File: config.mk
export PLATFORM = sky130hd
export DESIGN_NAME = cache_ctrl_fsm
export DESIGN_NICKNAME = d
export VERILOG_FILES = /design/src/rtl/cache_ctrl_fsm.sv
export SDC_FILE = /design/constraint.sdc
export NUM_CORES = 1
export LEC_CHECK = 0
export CAP_MARGIN = 20
export CORE_AREA = 2 2 129 131
export DETAILED_ROUTE_END_ITERATION = 16
export DIE_AREA = 0 0 131 133
export GPL_ROUTABILITY_DRIVEN = 1
export PLACE_DENSITY_LB_ADDON = 0.3
export SETUP_SLACK_MARGIN = 0.05
export SYNTH_ARGS = -nofsm -noshare
export SYNTH_HDL_FRONTEND = slang
export SYNTH_SLANG_ARGS = --single-unit
File: constraint.sdc
create_clock -name clk -period 3.9 [get_ports clk]
set_input_delay 0.39 -clock clk [delete_from_list [all_inputs] [get_ports clk]]
set_output_delay 0.39 -clock clk [all_outputs]
set_load 0.01 [all_outputs]
File: src/rtl/cache_ctrl_fsm.sv
// Miss handler in front of a 2-way set-associative data cache.
// Serves hits in-cycle; on a miss writes back a dirty victim, refills, replays.
module cache_ctrl_fsm #(
  parameter int TAG_BITS   = 23,
  parameter int INDEX_BITS = 5,
  parameter int LINE_WORDS = 4
) (
  input  logic                clk,
  input  logic                rst,
  input  logic                cpu_req,
  input  logic                cpu_we,
  input  logic [31:0]         cpu_addr,
  input  logic [2:0]          cpu_u_b_h_w,
  input  logic [31:0]         cpu_din,
  output logic [31:0]         cpu_dout,
  output logic                cpu_stall,
  output logic [31:0]         cache_addr,
  output logic                cache_load,
  output logic                cache_store,
  output logic                cache_replace,
  output logic                cache_invalid,
  output logic [2:0]          cache_u_b_h_w,
  output logic [31:0]         cache_din,
  input  logic                cache_hit,
  input  logic                cache_valid,
  input  logic                cache_dirty,
  input  logic [TAG_BITS-1:0] cache_tag,
  input  logic [31:0]         cache_dout,
  output logic                mem_cs,
  output logic                mem_we,
  output logic [31:0]         mem_addr,
  output logic [31:0]         mem_din,
  input  logic [31:0]         mem_dout,
  input  logic                mem_ack
);

  localparam int CW  = $clog2(LINE_WORDS);
  localparam int OFF = CW + 2;

  typedef enum logic [2:0] {
    S_IDLE,
    S_PRE_BACK,
    S_BACK,
    S_FILL,
    S_WAIT
  } state_t;

  state_t          state_q;
  logic [CW-1:0]   cnt_q;
  logic [31:0]     line_q;
  logic [31:0]     victim_q;
  logic [31:0]     line_d;
  logic [31:0]     victim_d;
  logic [31:0]     woff;
  logic            last;

  assign line_d   = {cpu_addr[31:OFF], {OFF{1'b0}}};
  assign victim_d = {cache_tag,
                     cpu_addr[OFF+INDEX_BITS-1:OFF],
                     {OFF{1'b0}}};
  assign woff     = {{(30-CW){1'b0}}, cnt_q, 2'b00};
  assign last     = (cnt_q == CW'(LINE_WORDS - 1));
  assign cpu_dout = cache_dout;

  // State, word counter and latched line addresses
  always_ff @(posedge clk or negedge rst) begin
    if (!rst) begin
      state_q  <= S_IDLE;
      cnt_q    <= '0;
      line_q   <= '0;
      victim_q <= '0;
    end else begin
      unique case (state_q)
        S_IDLE: begin
          if (cpu_req && !cache_hit) begin
            line_q   <= line_d;
            victim_q <= victim_d;
            cnt_q    <= '0;
            if (cache_valid && cache_dirty)
              state_q <= S_PRE_BACK;
            else
              state_q <= S_FILL;
          end
        end
        S_PRE_BACK: state_q <= S_BACK;
        S_BACK: begin
          if (mem_ack) begin
            cnt_q <= cnt_q + CW'(1);
            if (last) state_q <= S_FILL;
          end
        end
        S_FILL: begin
          if (mem_ack) begin
            cnt_q <= cnt_q + CW'(1);
            if (last) state_q <= S_WAIT;
          end
        end
        S_WAIT:  state_q <= S_IDLE;
        default: state_q <= S_IDLE;
      endcase
    end
  end

  // Cache and memory command decode from the current state
  always_comb begin
    cpu_stall     = 1'b0;
    cache_addr    = '0;
    cache_load    = 1'b0;
    cache_store   = 1'b0;
    cache_replace = 1'b0;
    cache_invalid = 1'b0;
    cache_u_b_h_w = 3'b000;
    cache_din     = '0;
    mem_cs        = 1'b0;
    mem_we        = 1'b0;
    mem_addr      = '0;
    mem_din       = '0;
    unique case (state_q)
      S_IDLE: begin
        if (cpu_req) begin
          cache_addr    = cpu_addr;
          cache_din     = cpu_din;
          cache_u_b_h_w = cpu_u_b_h_w;
          cache_load    = ~cpu_we & cache_hit;
          cache_store   = cpu_we & cache_hit;
          cpu_stall     = ~cache_hit;
        end
      end
      S_PRE_BACK: begin
        cpu_stall     = 1'b1;
        cache_addr    = victim_q;
        cache_load    = 1'b1;
        cache_u_b_h_w = 3'b010;
      end
      S_BACK: begin
        cpu_stall     = 1'b1;
        cache_addr    = victim_q + woff;
        cache_load    = 1'b1;
        cache_u_b_h_w = 3'b010;
        mem_cs        = 1'b1;
        mem_we        = 1'b1;
        mem_addr      = victim_q + woff;
        mem_din       = cache_dout;
      end
      S_FILL: begin
        cpu_stall = 1'b1;
        mem_cs    = 1'b1;
        mem_addr  = line_q + woff;
        if (mem_ack) begin
          cache_replace = 1'b1;
          cache_addr    = line_q + woff;
          cache_din     = mem_dout;
          cache_u_b_h_w = 3'b010;
        end
      end
      S_WAIT:  cpu_stall = 1'b1;
      default: cpu_stall = 1'b1;
    endcase
  end

endmodule

[Word level (Yosys, flattened, before mapping)]
Index checks and enable logic that the tools add are counted.
Cells by class
  add/subtract/negate cells: 3
  equality and inequality tests: 10
  muxes and demuxes: 31
  bitwise gates (word level): 4
  reductions and logical operators: 10
Operator list (number)
  $mux W32: 5
  $pmux W32 S2: 2
  $pmux W32 S4: 1
  $add A32 B4 Y32: 2
  $mux W3: 6
  $pmux W3 S4: 1
  $ne A2 B2 Y1 const B: 5
  $mux W1: 9
  $pmux W3 S3: 1
  $mux W2: 4
  $eq A3 B2 Y1 const B: 2
  $reduce_and A5 Y1: 1
  $pmux W2 S2: 1
  $reduce_or A2 Y1: 2
  $eq A3 B1 Y1 const B: 1
  $logic_not A3 Y1: 1
  $reduce_and A3 Y1: 1
  $add A2 B1 Y2 const B: 1
  $and A1 B1 Y1: 2
  $eq A2 B2 Y1 const B: 1
  $logic_and A1 B1 Y1: 2
  $ne A2 B1 Y1 const B: 1
  $not A1 Y1: 2
  $pmux W1 S2: 1
  other kinds (3): 3
Word-level totals
  register bits after elaboration: 61
  output and inout port bits: 170

[Longest topological paths before layout]
Gate-level depths: netlist of run 1.
  depth in word-level cells: 4
  depth in mapped cells: 8
  mapped depth without buffers: 4

[Least setup slack after synthesis of run 1]
OpenSTA, ideal clock, no wires.
  kind: flip-flop to output port
  start: register state_q[2]
  end: output port cache_din[22]
  arrival time: 1487 ps
  data required time: 3510 ps
  slack: 2023 ps
  stages on the path, launching flop included: 9
  cells stage by stage: dfrtp_1 buf_6 nand2b_1 buf_6 inv_2 and3_4 buf_6 buf_2 a22o_1
Between the ends
  word-level cells in the longest chain between the ends: 2
  elaborated cells on any way between the ends: 3
  those cells by class: eq/ne (1); mux (1); reduce/logical (1)
Ends and longest elaborated chain
  from (decl): RTL line 48  | state_t state_q;
  from (signal assigned): RTL line 68  | state_q <= S_IDLE;
  from (signal assigned): RTL line 80  | state_q <= S_PRE_BACK;
  from (signal assigned): RTL line 82  | state_q <= S_FILL;
  $eq A3 B2 Y1 / $logic_not A3 Y1 (equally long branches): RTL line 118  | unique case (state_q)
  $pmux W32 S2 *: RTL line 118
  to (decl): RTL line 23  | output logic [31:0] cache_din,
Mark *: on every way between the ends. The rest lies on a longest branch, timed or not.

[Worst setup path in the final report of run 1]
  start: register state_q[0]
  end: output port cache_addr[29]
Between the ends
  word-level cells in the longest chain between the ends: 2
  elaborated cells on any way between the ends: 5
  those cells by class: eq/ne (3); mux (1); reduce/logical (1)
Ends and longest elaborated chain
  $eq A3 B2 Y1 (tied with other cells): RTL line 118
  $pmux W32 S4 *: RTL line 118
  to (decl): RTL line 17  | output logic [31:0] cache_addr,
Marks and branches as above.

==> results of run 1 <==
flip-flops by register name, indices dropped and copies added, names as in the netlist:
signal	flops
cnt_q	2
line_q	23
state_q	3
victim_q	28
cell usage after synthesis:
master,count,area share (%)
mux2_2,51,14
and2_1,65,10
buf_6,4,1.1
inv_2,1,0.094
o22ai_1,1,0.16
mux2i_1,23,5.8
conb_1,1,0.094
a22o_1,39,8.6
a21o_1,1,0.19
nand2b_1,2,0.31
nor2b_1,2,0.31
nor3_4,1,0.41
nand2_1,7,0.66
nor2_1,29,2.7
a41o_1,1,0.25
a211oi_1,1,0.19
o21ai_0,1,0.13
a21oi_1,2,0.25
buf_4,38,7.2
clkbuf_1,11,1.0
xnor2_1,1,0.22
a221o_1,25,6.3
a31o_2,1,0.22
and3_4,1,0.28
nand3_1,2,0.25
nor4b_4,1,0.60
ha_1,1,0.31
dfrtp_1,56,35
buf_2,15,1.9
inv_1,1,0.094
and3_1,2,0.31
worst register-to-register path: stages, from the launching register on:
cell     delay [ns]
dfrtp_2        0.63
nor3_4         0.34
nand2_2        0.43
buf_12         0.37
mux2_2         0.31
metal layers:
layer / vias to the layer above / wire, um / track usage, %
li1: 1910 / - / -
met1: 1950 / 6260 / 20.6
met2: 166 / 7880 / 29.3
met3: 14 / 1200 / 3.76
met4: 0 / 193 / 4.43
met5: - / 0 / 0
through the flow:
stage	instance area (sq um)	instances	setup slack, ns
global route	7340	889	0.512
finish	7340	889	0.730
floorplan	3980	389	2.02
CTS	7330	886	0.655
detailed placement	7170	878	0.963
global placement	7170	878	0.961
placed cells by master, fill, tap and decap left out, types with 2 or more instances in the layout:
cell type / count
a21oi_1: 2
diode_2: 3
nand2_1: 6
clkbuf_16: 5
nand3_1: 2
a22o_1: 39
and3_1: 2
mux2_2: 51
mux2i_1: 23
a221o_1: 25
and2_1: 65
nor2_1: 28
nand2b_1: 2
buf_4: 8
clkdlybuf4s50_1: 327
dfrtp_1: 55
conb_1: 3
nor2b_1: 2
worst max-delay path by stage:
| stage | startpoint | endpoint | slack, ns | cells after the start |
|---|---|---|---|---|
| global placement | cpu_req | cache_load | 0.96 | 6 |
| detailed placement | cpu_req | cache_load | 0.96 | 6 |
| finish | state_q[0] | cache_addr[29] | 0.73 | 5 |
| floorplan | state_q[2] | cache_din[22] | 2.02 | 8 |
| global route | state_q[0] | cache_addr[23] | 0.51 | 5 |
| CTS | state_q[0] | cache_addr[29] | 0.66 | 5 |
final cells by class:
cell class,count,area (sq um)
antenna,3,7.51
clock buffer,5,125
clock inverter,3,33.8
fill,1533,8830
inverter,2,7.51
multi-input combinational,263,2130
sequential,56,1400
tap,220,275
timing repair buffer,337,3360
kinds of logic after synthesis:
group	Yosys count	synth area share, %
multiplexers	74	20.3
flip-flops	56	35.3
AND/OR/NAND/NOR	112	16.1
other	1	0.0944
AO/OA/AOI/OAI	72	16.3
XOR/XNOR	1	0.221
adder cells (fa/ha/maj)	1	0.315
buffers and inverters	70	11.4
where the power goes:
| group | switching (mW) | total [mW] | internal [mW] |
|---|---|---|---|
| Clock | 0.243 | 0.492 | 0.248 |
| Combinational | 1.47 | 3.55 | 2.08 |
| Sequential | 0.278 | 1.13 | 0.852 |
==> metrics.md, run 1 <==
| Metric | Value |
|---|---|
| Fin. Hold Viols | `0` |
| Hold_ws | `around 0.084 ns` |
| Crit path launch type | `flip-flop` |
| Relative slew slack | `54.3%` |
| Unique cell type count in the Yosys netlist | `31` |
| Required @ worst endpoint | `3.51 ns` |
| Core Area | `16200 sq um` |
| Proportion of synthesized chip area in sequential cells | `between 30% and 40%` |
| Total grt overflow | `0` |
| Number of synthesis warnings | `0` |
| Bufs and invs on worst path | `2` |
| Power consumption | `roughly 5.2 mW` |
| TritonCTS Sinks | `56` |
| Worst-path clk slew | `0.08 ns` |
| Flop-to-flop setup slack | `approximately 1.7 ns` |
| Total number of vias | `about 4000` |
| Die ar. | `17400 sq um` |
| Setup_tns | `0 ns` |
| Initial antenna violation count | `2` |
| Worst R2R End | `line_q[26]` |
| CP delay by family, top | `buffers and inverters` |
| Final-report max-slew violation count | `0` |
| Final WL | `approximately 16000 um` |
| Finished Core Util | `45.4%` |
| Peak supply drop | `between 400 and 500 uV` |
| Clock Path Buffers | `2` |
| Power Dens Cells | `704 nW/um^2` |
| Tot GR Track Use | `16.8%` |
| Resized Gates After CTS | `0` |
| TritonRoute pass-1 iters | `4` |
| Routed Antenna Nets | `0` |
| IO Pins | `approximately 330` |
| CTS Root Cell | `clkbuf_16` |
| Vias per Instance | `approximately 4.5` |
| Remaining routing DRC violations | `0` |
| Die width | `roughly 130 um` |
| Htree depth | `2` |
| # setup viols final | `0` |
| Worst r2r src | `state_q[0]` |
| Crit-path slowest cell | `dfrtp_2` |
| Total CTS buffers | `5` |
| Port bufs | `328` |
| Placement Rows | `47` |
| Hold/Removal Path Class | `input port to async pin` |
| Status | `completed` |
| Seq cells post-synth | `56` |
| Mean routed wirelength per cell | `about 17 um` |
| Setup Fix Bufs, Post-CTS | `0` |
| Detailed Place HPWL | `12400 um` |
| Max Cap Violations | `0` |
| Initial Utilization | `24.6%` |
| Max Freq | `315 MHz` |
| Critical path type | `flip-flop to output pin` |
| Final period utilization | `between 80% and 90%` |
| Crit path capture type | `output pin` |
| CP peak stage delay | `0.74 ns` |
| Crit-path max FO | `21` |
| Unrepaired setup endpoints after global routing | `false` |
| Share of cells above drive strength 1 | `11.6%` |
| Number of global-route vias before repair | `3918` |
| CTS Hold Buffers Added | `0` |
| Critical-path cell list | `xnor2_1, nor2_2, buf_4, a221o_1, clkdlybuf4s50_1` |
| Avg Inst Size Synth | `a little over 10 sq um` |
| Area grow syn2layout | `84.8%` |
| CTS tree | `done` |
| Actual slew at the worst max-slew pin | `0.683 ns` |
| Gate Count Post-Synth | `387` |
| Largest net degree at the start of global routing | `57` |
| First-pass GRT wire length | `22600 um` |
| Critical Path AT | `2.78 ns` |
| Final nets | `approximately 830` |
| GPL Wtd Cong | `0.766` |
| Worst r2r path cells | `4` |
| Worst-Skew Late Latency | `0.31 ns` |
| Post-route clock skew | `roughly 0.0067 ns` |
| Chip Height | `133 um` |
| Final min period | `3.17 ns` |
| Cell Area, Synth | `3970 sq um` |
| Iter 0 DRT Violations | `107` |
| Leakage | `3.04 nW` |
Note: power is estimated with default switching activity, not from simulation.
==> inputs of run 2 (changes only) <==
clock period = 2.65 ns   (was 3.9 ns; I/O delays follow)
==> run 2 against run 1 <==
Compared with the run above: register-to-register slack got worse by 0.83 ns; wire length grew 6.5%; non-clock buffer count grew 12; die area is the same; final cell count grew 1.5%; clock skew shrank 0.00090 ns; clock-buffer cell count stayed put; utilization rose by 1.1 points; combinational power rose by 54%; hold slack gained 0.028 ns; critical path type unchanged; largest power group unchanged.
==> metrics.md, run 2 (same netlist as run 1, synthesis figures left out) <==
| Metric | Value |
|---|---|
| Switching part of the total | `38.3% (-0.16 points)` |
| Bufs and invs on worst path | `4 (+2)` |
| CTS tree | `done` |
| Total number of vias | `4130 (+2.2%)` |
| Hold/Removal Path Class | `input port to async pin` |
| Status | `completed` |
| Clock Path Buffers | `2 (unchanged)` |
| Placement Rows | `47 (unchanged)` |
| Filler cells | `1506 (-1.8%)` |
| Worst-path clk slew | `0.07 ns (about the same)` |
| Total grt overflow | `0 (unchanged)` |
| Remaining routing DRC violations | `0 (unchanged)` |
| Power share of the clock group | `8.7% (-0.8 points)` |
| Peak supply drop | `645 uV (+34%)` |
| Multi-input gate area in the final layout | `2140 sq um (+0.35%)` |
| Core Area | `16200 sq um (unchanged)` |
| Commonest non-fill, non-tap cell in the layout | `clkdlybuf4s50_1` |
| Die ar. | `17400 sq um (unchanged)` |
| TritonCTS Sinks | `56 (unchanged)` |
| Initial antenna violation count | `4 (+2)` |
| Chip Height | `133 um (unchanged)` |
| IO Pins | `332 (unchanged)` |
| Final WS setup | `0.0835 ns (-0.646 ns)` |
| Htree depth | `2 (unchanged)` |
| Total CTS buffers | `5 (unchanged)` |
| Largest net degree at the start of global routing | `57 (unchanged)` |
| Max FFs per register | `28 (unchanged)` |
| Combinational power share | `70.5% (+1.9 points)` |
| GPL Wtd Cong | `0.776 (+1.3%)` |
| Int Pwr | `4.80 mW (+51%)` |
| Crit-path slowest cell | `dfrtp_4` |
| CP peak stage delay | `0.57 ns (-0.17 ns)` |
| Final WL | `16500 um (+6.5%)` |
| Max Cap Violations | `0 (unchanged)` |
| Vias per Instance | `4.58 (+0.75%)` |
| Required @ worst endpoint | `2.38 ns (-1.13 ns)` |
| # setup viols final | `0 (unchanged)` |
| Actual slew at the worst max-slew pin | `0.738 ns (+0.0554 ns)` |
| TritonRoute pass-1 iters | `4 (unchanged)` |
| Area grow syn2layout | `89.4%` |
| Detailed Place HPWL | `12400 um (+0.45%)` |
| Final nets | `840 (+1.4%)` |
| Number of global-route vias before repair | `4149 (+5.9%)` |
| CP delay by family, top | `buffers and inverters` |
| Routed Antenna Nets | `0 (unchanged)` |
| Crit path launch type | `flip-flop` |
| Port bufs | `328 (unchanged)` |
| Fin. Hold Viols | `0 (unchanged)` |
| Relative slew slack | `50.8% (-3.5 points)` |
| Sequential Power Share | `20.8% (-1.1 points)` |
| Worst-Skew Late Latency | `0.30 ns (about the same)` |
| Critical path type | `flip-flop to output pin` |
| Most flops, register | `victim_q` |
| Tot GR Track Use | `17.3% (+0.53 points)` |
| Critical-path cell list | `nor4b_4, buf_4, buf_4, clkbuf_16, a22o_1, clkdlybuf4s50_1` |
| Post-route clock skew | `0.00577 ns (-0.000901 ns)` |
| First-pass GRT wire length | `23200 um (+2.5%)` |
| Power Dens Cells | `1030 nW/um^2 (+47%)` |
| Crit path capture type | `output pin` |
| CP dominant cell by count | `buf_4` |
| Leakage | `3.30 nW (+8.3%)` |
| Largest registers | `victim_q: 28 flops, line_q: 23 flops, state_q: 3 flops` |
| CTS Root Cell | `clkbuf_16` |
| Critical Path AT | `2.30 ns (-0.48 ns)` |
| Die width | `131 um (unchanged)` |
| Max Freq | `~400 MHz` |
| Final period utilization | `between 90% and 100%` |
| Setup_tns | `0 ns (unchanged)` |
| Commonest non-fill, non-tap cells in the layout | `316 x clkdlybuf4s50_1, 65 x and2_1, 54 x dfrtp_1, 51 x mux2_2, 39 x a22o_1` |
| Mean routed wirelength per cell | `18.3 um (+4.9%)` |
| Unrepaired setup endpoints after global routing | `true` |
| Initial Utilization | `24.6% (unchanged)` |
| Final min period | `2.57 ns` |
| Pre-CTS WS | `0.197 ns (-0.766 ns)` |
| Sw Pwr | `2.98 mW (+50%)` |
| Share of cells above drive strength 1 | `13.4% (+1.9 points)` |
| Crit-path max FO | `17 (-19%)` |
| FF/Latch Area | `1410 sq um (+0.27%)` |
| Iter 0 DRT Violations | `154 (+44%)` |
| Final-report max-slew violation count | `0 (unchanged)` |
## run 2: changes by cell type in the layout (fill, tap and decap cells not counted), moves of 2 or more
cell	delta
clkdlybuf4s50_1	-11
clkbuf_16	+2
buf_4	+5
buf_6	+3
dlymetal6s2s_1	+11
## run 2: area by class of cell
cell class                      instances  area share (%)
Antenna cell                            4           0.133
Clock buffer                            5            1.66
Clock inverter                          3           0.283
Inverter                                2          0.0998
Multi-Input combinational cell        263            28.4
Sequential cell                        56            18.7
Tap cell                              220            3.66
Timing Repair Buffer                  349            47.1
## run 2: path summary, 6_finish.rpt
path | slack (ns) | cells after the start | endpoint | from
setup / recovery | 0.08 | 6 | cache_din[4] | state_q[0]
hold / removal | 0.11 | 2 | line_q[20] | rst
setup reg to reg | 0.89 | 5 | line_q[22] | state_q[0]
hold reg to reg | 0.53 | 1 | victim_q[6] | victim_q[6]
max in group asynchronous | 1.98 | 2 | state_q[0] | rst
min in group clk | 0.53 | 1 | victim_q[6] | victim_q[6]
## run 2: repair_timing
item / CTS / global route
hold endpoints to repair: 0 / 0
setup buffers: 1 / 4
gates resized for setup: 3 / 16
hold buffers: 0 / 0
pin swaps: 1 / 1
gates cloned: 1 / 2
endpoints found under the setup margin: 88 / 86
## run 2: worst reg2reg max path, stage by stage (launching register included)
cell     delay, ns
dfrtp_4       0.57
buf_4         0.17
nor3_4        0.24
nand2_2       0.08
buf_4         0.25
mux2_2        0.35
## run 2: power groups by stage
| stage | registers, mW | clock network, mW | logic, mW |
|---|---|---|---|
| after CTS | 1.61 | 0.706 | 5.49 |
| after global placement | 1.63 | 0 | 5.31 |
| final | 1.62 | 0.674 | 5.48 |
| after global routing | 1.68 | 0.747 | 5.85 |
| after detailed placement | 1.63 | 0 | 5.39 |
| after floorplan | 1.47 | 0 | 2.67 |
## run 2: metal layers
metal	GRT usage (%)	part of all wire, %
met2	31.4	52
met4	5.38	1.2
met5	0	0
met1	19.6	38
met3	4.41	8.3
## run 2: metrics by stage
stage	power, mW	instances	util, %	hold slack, ns	area (sq um)
final	7.77	902	46.5	0.112	7520
after global routing	8.28	902	46.5	0.182	7520
after CTS	7.81	892	45.8	0.137	7410
after detailed placement	7.01	882	44.6	0.468	7220
after global placement	6.94	882	44.6	0.459	7220
after floorplan	4.14	389	-	-0.0306	3980
